`src/rtl/ub_bcl_sub_9_17.sv`:
```
// Pipelined 17-bit subtractor D = Y - {8'b0, X} with two-level block carry look-ahead.
// Optional zero flag output ZF is enabled by defining UB_BCL_SUB_ZFLAG_EN.
module ub_bcl_sub_9_17 (
    input  logic        clk,
    input  logic        rst,
    input  logic [8:0]  X,
    input  logic [16:0] Y,
    input  logic        in_valid,
    output logic        in_ready,
    output logic [16:0] D,
    output logic        BO,
`ifdef UB_BCL_SUB_ZFLAG_EN
    output logic        ZF,
`endif
    output logic        out_valid,
    input  logic        out_ready
);

    localparam int unsigned W  = 17;
    localparam int unsigned NB = 5;

    logic en;

    // stage 1 state: per-bit generate/propagate and block G/P
    logic          v1;
    logic [W-1:0]  s1_g, s1_p;
    logic [NB-1:0] s1_bg, s1_bp;

    // stage 2 state: block carry-ins and final carry
    logic          v2;
    logic [W-1:0]  s2_g, s2_p;
    logic [NB-1:0] s2_c1;
    logic          s2_cout;

    logic [W-1:0]  z, g0, p0;
    logic [NB-1:0] bg, bp;
    logic [NB-1:0] c1;
    logic          cout;
    logic [W-1:0]  c, sum;

    assign en       = !out_valid | out_ready;
    assign in_ready = en;

    // first level: bitwise terms and group terms for 4-bit blocks plus the lone top bit
    always_comb begin
        z  = W'(X);
        g0 = Y & ~z;
        p0 = Y ^ ~z;
        bg = '0;
        bp = '0;
        for (int b = 0; b < 4; b++) begin
            bg[b] = g0[4*b+3]
                  | (p0[4*b+3] & g0[4*b+2])
                  | (p0[4*b+3] & p0[4*b+2] & g0[4*b+1])
                  | (p0[4*b+3] & p0[4*b+2] & p0[4*b+1] & g0[4*b]);
            bp[b] = &p0[4*b +: 4];
        end
        bg[4] = g0[16];
        bp[4] = p0[16];
    end

    // second level look-ahead over the four 4-bit blocks; carry-in is 1
    always_comb begin
        c1    = '0;
        c1[0] = 1'b1;
        c1[1] = s1_bg[0] | s1_bp[0];
        c1[2] = s1_bg[1] | (s1_bp[1] & s1_bg[0]) | (s1_bp[1] & s1_bp[0]);
        c1[3] = s1_bg[2] | (s1_bp[2] & s1_bg[1]) | (s1_bp[2] & s1_bp[1] & s1_bg[0])
              | (s1_bp[2] & s1_bp[1] & s1_bp[0]);
        c1[4] = s1_bg[3] | (s1_bp[3] & s1_bg[2]) | (s1_bp[3] & s1_bp[2] & s1_bg[1])
              | (s1_bp[3] & s1_bp[2] & s1_bp[1] & s1_bg[0])
              | (&s1_bp[3:0]);
        cout  = s1_bg[4] | (s1_bp[4] & c1[4]);
    end

    // in-block carries seeded from the registered block carry-ins
    always_comb begin
        c = '0;
        for (int i = 0; i < W; i++) begin
            if (i % 4 == 0) c[i] = s2_c1[3'(i / 4)];
            else            c[i] = s2_g[i-1] | (s2_p[i-1] & c[i-1]);
        end
        sum = s2_p ^ c;
    end

    always_ff @(posedge clk) begin
        if (rst) begin
            v1        <= 1'b0;
            s1_g      <= '0;
            s1_p      <= '0;
            s1_bg     <= '0;
            s1_bp     <= '0;
            v2        <= 1'b0;
            s2_g      <= '0;
            s2_p      <= '0;
            s2_c1     <= '0;
            s2_cout   <= 1'b0;
            out_valid <= 1'b0;
            D         <= '0;
            BO        <= 1'b0;
`ifdef UB_BCL_SUB_ZFLAG_EN
            ZF        <= 1'b0;
`endif
        end else if (en) begin
            v1 <= in_valid;
            if (in_valid) begin
                s1_g  <= g0;
                s1_p  <= p0;
                s1_bg <= bg;
                s1_bp <= bp;
            end
            v2 <= v1;
            if (v1) begin
                s2_g    <= s1_g;
                s2_p    <= s1_p;
                s2_c1   <= c1;
                s2_cout <= cout;
            end
            out_valid <= v2;
            if (v2) begin
                D  <= sum;
                BO <= ~s2_cout;
`ifdef UB_BCL_SUB_ZFLAG_EN
                ZF <= (sum == '0);
`endif
            end
        end
    end

endmodule

```
`config.mk`:
```
export PLATFORM = sky130hd
export DESIGN_NAME = ub_bcl_sub_9_17
export DESIGN_NICKNAME = d
export VERILOG_FILES = /design/src/rtl/ub_bcl_sub_9_17.sv
export SDC_FILE = /design/constraint.sdc
export NUM_CORES = 1
export LEC_CHECK = 0
export BUFFER_PORTS_ARGS = -buffer_cell sky130_fd_sc_hd__buf_4
export CORE_ASPECT_RATIO = 0.5
export CORE_MARGIN = 3
export CORE_UTILIZATION = 25
export DETAILED_ROUTE_END_ITERATION = 6
export PLACE_DENSITY = 0.47
export SYNTH_ARGS = -nofsm -noshare
export SYNTH_HDL_FRONTEND = slang
export SYNTH_SLANG_ARGS = --single-unit
export TNS_END_PERCENT = 1
```
`constraint.sdc`:
```
create_clock -name clk -period 3.25 [get_ports clk]
set_clock_uncertainty 0.05 [all_clocks]
set_input_delay 0.325 -clock clk [delete_from_list [all_inputs] [get_ports clk]]
set_output_delay 0.325 -clock clk [all_outputs]
set_load 0.05 [all_outputs]
```
== Yosys cells after proc, flatten, opt, wreduce, memory -nomap -nowiden ==
Index checks and enable logic that the tools add are counted.
Cells by class
  bitwise gates (word level): 85
  reductions and logical operators: 9
Operator list (number)
  $and A1 B1 Y1: 44
  $or A1 B1 Y1: 36
  $xor A17 B17 Y17: 2
  $reduce_and A4 Y1: 5
  $and A17 B17 Y17: 1
  $not A9 Y17: 1
  $reduce_and A2 Y1: 3
  $logic_not A1 Y1: 1
  $not A1 Y1: 1
Storage, ports and cells
  flip-flop bits (word level): 100
  logic and storage cells: 107

== Logic depth before layout (Yosys ltp) ==
  depth in word-level cells: 7
  gate-level depth with buffers: 8

== Worst setup path before layout ==
No wires, ideal clock.
  path type: register to register
  start: register s2_c1[2]
  end: register D[11]
  library setup time: 132 ps
  data arrival time: 1770 ps
  data required time: 3068 ps
  slack: 1297 ps
  stages on the path, launching flop included: 9
  path buffers: 0
  period minus slack after synthesis: 1953 ps
  cell sequence: dfxtp_1 ha_1 or2_2 ha_1 or2_2 ha_1 or3_1 nand4_1 a21oi_1
On the way
  word-level cells in the longest chain between the ends: 7
RTL lines
  start: declaration: line 32  | logic [NB-1:0] s2_c1;
  start signal: assignment: line 96  | s2_c1 <= '0;
  start signal: assignment: line 116  | s2_c1 <= c1;
  $and A1 B1 Y1: line 81  | else c[i] = s2_g[i-1] | (s2_p[i-1] & c[i-1]);
  $or A1 B1 Y1: line 81
  $and A1 B1 Y1: line 81
  $or A1 B1 Y1: line 81
  $and A1 B1 Y1: line 81
  $or A1 B1 Y1: line 81
  $xor A17 B17 Y17: line 83  | sum = s2_p ^ c;
  end signal: assignment: line 121  | D <= sum;
  end: declaration: line 10  | output logic [16:0] D,
No other way between the ends.
A chain may end at the register's enable or synchronous reset.

== Worst setup path after layout ==
  start: register s2_c1[3]
  end: register D[15]
Same word-level chain as after synthesis.

==> metrics.md <==
| Metric | Value |
|---|---|
| Initial antenna violation count | 0 |
| DR pass1 iterations | 5 |
| Pre-CTS WS | 1.18 ns |
| Final period util | between 60% and 70% |
| Post-synthesis sequential area ratio | 46.4% |
| Post-Route WL | 10,800 um |
| Max Fclk | 0.484 GHz |
| Data required time of the worst path | 3.38 ns |
| IO Pins | 50 |
| GRT Overall Usage | 12.6% |
| Fin. max-slew vios | 0 |
| CTS tree | yes |
| Placer congestion estimate | ~0.71 |
| Die area | about 17,000 sq um |
| Worst-path clk slew | 0.06 ns |
| EDFF count, synth | 0 |
| Max-Cap Viols | 0 |
| DRC errors left | 0 |
| Endpoints failing setup | 0 |
| Arr. time, crit path | 2.20 ns |
| RSZ-0062 raised after global routing | no |
| Yosys top cell by area | dfxtp_1 |
| Pwr/cell area | about 530 nW/um^2 |
| Number of global-route vias before repair | 3,105 |
| VDD IR max | 0.228 mV |
| R2r setup slk | 1.18 ns |
| Int Pwr | 0.00186 W |
| FF-to-FF End | D[15]$_SDFFE_PP0P_ |
| Root Driver | clkbuf_16 |
| Top cells by count, synth | a21oi_1 (93), dfxtp_1 (91), o21ai_0 (70) |
| Slew margin rel. | 32.7% |
| Hold Crit Depth | 2 |
| Status | finished clean |
| Starting Density | between 20% and 30% |
| Ys async rst share | 0% |
| Clock power share | a little over two fifths |
| R2r startpoint | s2_c1[3]$_SDFFE_PP0P_ |
| Switch share | 24.5% |
| Num rows | 31 |
| Final HPWL DP | 6890 um |
| Critical path capture point type | register |
| Unique masters post-synth | 32 |
| Total Neg Setup Slack | 0 ns |
| Skew-Pair Late Insertion Delay | approximately 0.33 ns |
| Post-synthesis average cell area | 8.43 sq um |
| DR vias | 3,318 |
| Flop pwr share | 48.1% |
| Post-synth top area share | 46.4% |
| Clock buffer depth | 2 |
| Nets | between 500 and 600 |
| Clock tree sinks | 91 |
| Synthesized cell area | 3930 sq um |
| H-tree levels | 3 |
| Ranking of synthesized cells by area | dfxtp_1 (46%), a21oi_1 (12%), o21ai_0 (8.9%), nand3_1 (8.3%), ha_1 (6.7%) |
| Crit-path max FO | 2 |
| ANT nets after route | 0 |
| Antenna Cells | 0 |
| Cts hold-fix bufs | 0 |
| Final WS setup | about 1.2 ns |
| Vias/cell | about 4.8 |
| Largest net degree at the start of global routing | 92 |
| Total gr overflow | 0 |
| Min Hold Slack | 0.131 ns |
| Syn_nets | 517 |
| P_sw | 0.000606 W |
| Crit path time final | 2.07 ns |
| DRT iter0 DRCs | around 360 |
| Die height | around 95 um |
| Global-route wire length before repair | 17,500 um |
| Fraction of layout cells with a size suffix above 1 | about 16% |
| Slew of the pin with the lowest slew margin | roughly 1 ns |
| LEAKAGE | 1.78 nW |
| Logic pwr share | 9.4% |
| Chip Width | 183 um |
| Hold EP | s1_p[15]$_SDFFE_PP0P_ |
| Startpoint class of the critical path | register |
| Ys Warns | 0 |
| Fin. Hold Viols | 0 |
| Port bufs | 48 |
| Setup bufs post-CTS | 0 |
| Kind of critical path | register to register |
| Top-count cell post-synth | a21oi_1 |
| CTS buffer count | 9 |
| Min-delay src | Y[15] |
| #FFs+latches synth | 91 |
| Core area | 14,900 sq um |
| Ys flop type | dfxtp_1 |
| Hold WC Path Type | input port to register |
| P&R area growth vs syn | 18.4% |
| Post-cts sizing count | 0 |
| Post-Syn Instances | around 470 |
| Cells on worst reg2reg path | 8 |
| Wire length per cell | 15.8 um |
[power groups by stage]
stage                     clock, W  combinational (W)  sequential (W)
after CTS                  0.00107           0.000234         0.00119
after floorplan                  0           0.000148         0.00121
final                      0.00105           0.000233         0.00119
after global routing       0.00112           0.000260         0.00119
after global placement           0           0.000234         0.00121
after detailed placement         0           0.000232         0.00121
[cell families after synthesis]
family | count (synthesis) | synth area share (%)
AOI/OAI and AO/OA | 186 | 25.0
and+or+nand+nor | 107 | 14.8
buffers and inverters | 60 | 7.04
adders and majority gates | 21 | 6.69
other | 1 | 0.0955
DFF | 91 | 46.4
[sequential cells by signal (all words and copies together) (netlist names)]
register and count:
BO 1, s2_g 12, s2_p 16, s1_bg 5
s1_g 12, v2 1, v1 1, D 16
s2_cout 1, out_valid 1, s2_c1 4, s1_bp 4
s1_p 17
[routing by layer]
metal  part of all wire [%]  vias to the layer above  track usage [%]
met3                    4.2                        8             3.31
met2                     37                       62             15.9
met1                     58                     1537             20.5
met5                      0                        -                0
met4                   0.80                        0             2.47
li1                       -                     1711                -
[final cells by class]
class	count	area, sq um
Sequential cell	91	1820
Inverter	14	52.6
Tap cell	198	248
Multi-Input combinational cell	315	1830
Clock buffer	12	246
Fill cell	1631	10200
Timing Repair Buffer	52	403
Clock inverter	4	50.0
[cell usage in the layout (no fill, tap or decap)]
| master | n |
|---|---|
| a21oi_1 | 93 |
| dfxtp_1 | 91 |
| o21ai_0 | 70 |
| nand3_1 | 65 |
| buf_4 | 51 |
| ha_1 | 21 |
| inv_1 | 11 |
| or3_1 | 10 |
| o21ai_1 | 9 |
| clkbuf_16 | 9 |
| or2_2 | 8 |
| nand4_1 | 7 |
| a211oi_1 | 4 |
| nor3b_1 | 4 |
| nand2_1 | 4 |
| inv_2 | 3 |
| a311oi_1 | 3 |
| nor3_1 | 3 |
| a21o_1 | 3 |
| nor2_1 | 2 |
| nor4_1 | 2 |
| clkinvlp_4 | 2 |
| clkbuf_1 | 2 |
| nor2b_4 | 1 |
| nor2_2 | 1 |
| a311oi_2 | 1 |
| o21a_1 | 1 |
| a2111oi_0 | 1 |
| o2111ai_1 | 1 |
| conb_1 | 1 |
| bufinv_16 | 1 |
| clkbuf_8 | 1 |
| clkinv_2 | 1 |
| buf_12 | 1 |
[how the worst max path moves through the flow]
stage,start,endpoint
3_5_place_dp,s2_c1[3]$_SDFFE_PP0P_,D[15]$_SDFFE_PP0P_
3_3_place_gp,s2_c1[2]$_SDFFE_PP0P_,D[11]$_SDFFE_PP0P_
5_1_grt,s2_c1[3]$_SDFFE_PP0P_,D[15]$_SDFFE_PP0P_
2_1_floorplan,s2_c1[2]$_SDFFE_PP0P_,D[11]$_SDFFE_PP0P_
4_1_cts,s2_c1[3]$_SDFFE_PP0P_,D[15]$_SDFFE_PP0P_
6_report,s2_c1[3]$_SDFFE_PP0P_,D[15]$_SDFFE_PP0P_
[critical path: stages (launching register included)]
cell	delay, ns
dfxtp_1	0.32
ha_1	0.19
or2_2	0.27
ha_1	0.17
or2_2	0.27
ha_1	0.18
or3_1	0.30
nand4_1	0.10
a21oi_1	0.07
[per-stage QoR]
step / utilization [%] / total power (W) / cell area [sq um] / std cells
4_1_cts: 31.2 / 0.00249 / 4650 / 686
5_1_grt: 31.2 / 0.00257 / 4650 / 686
6_report: 31.2 / 0.00247 / 4650 / 686
2_1_floorplan: - / 0.00136 / 3930 / 466
3_3_place_gp: 29.2 / 0.00145 / 4350 / 670
3_5_place_dp: 29.2 / 0.00145 / 4350 / 670
Power figures use the tool's default switching activity.
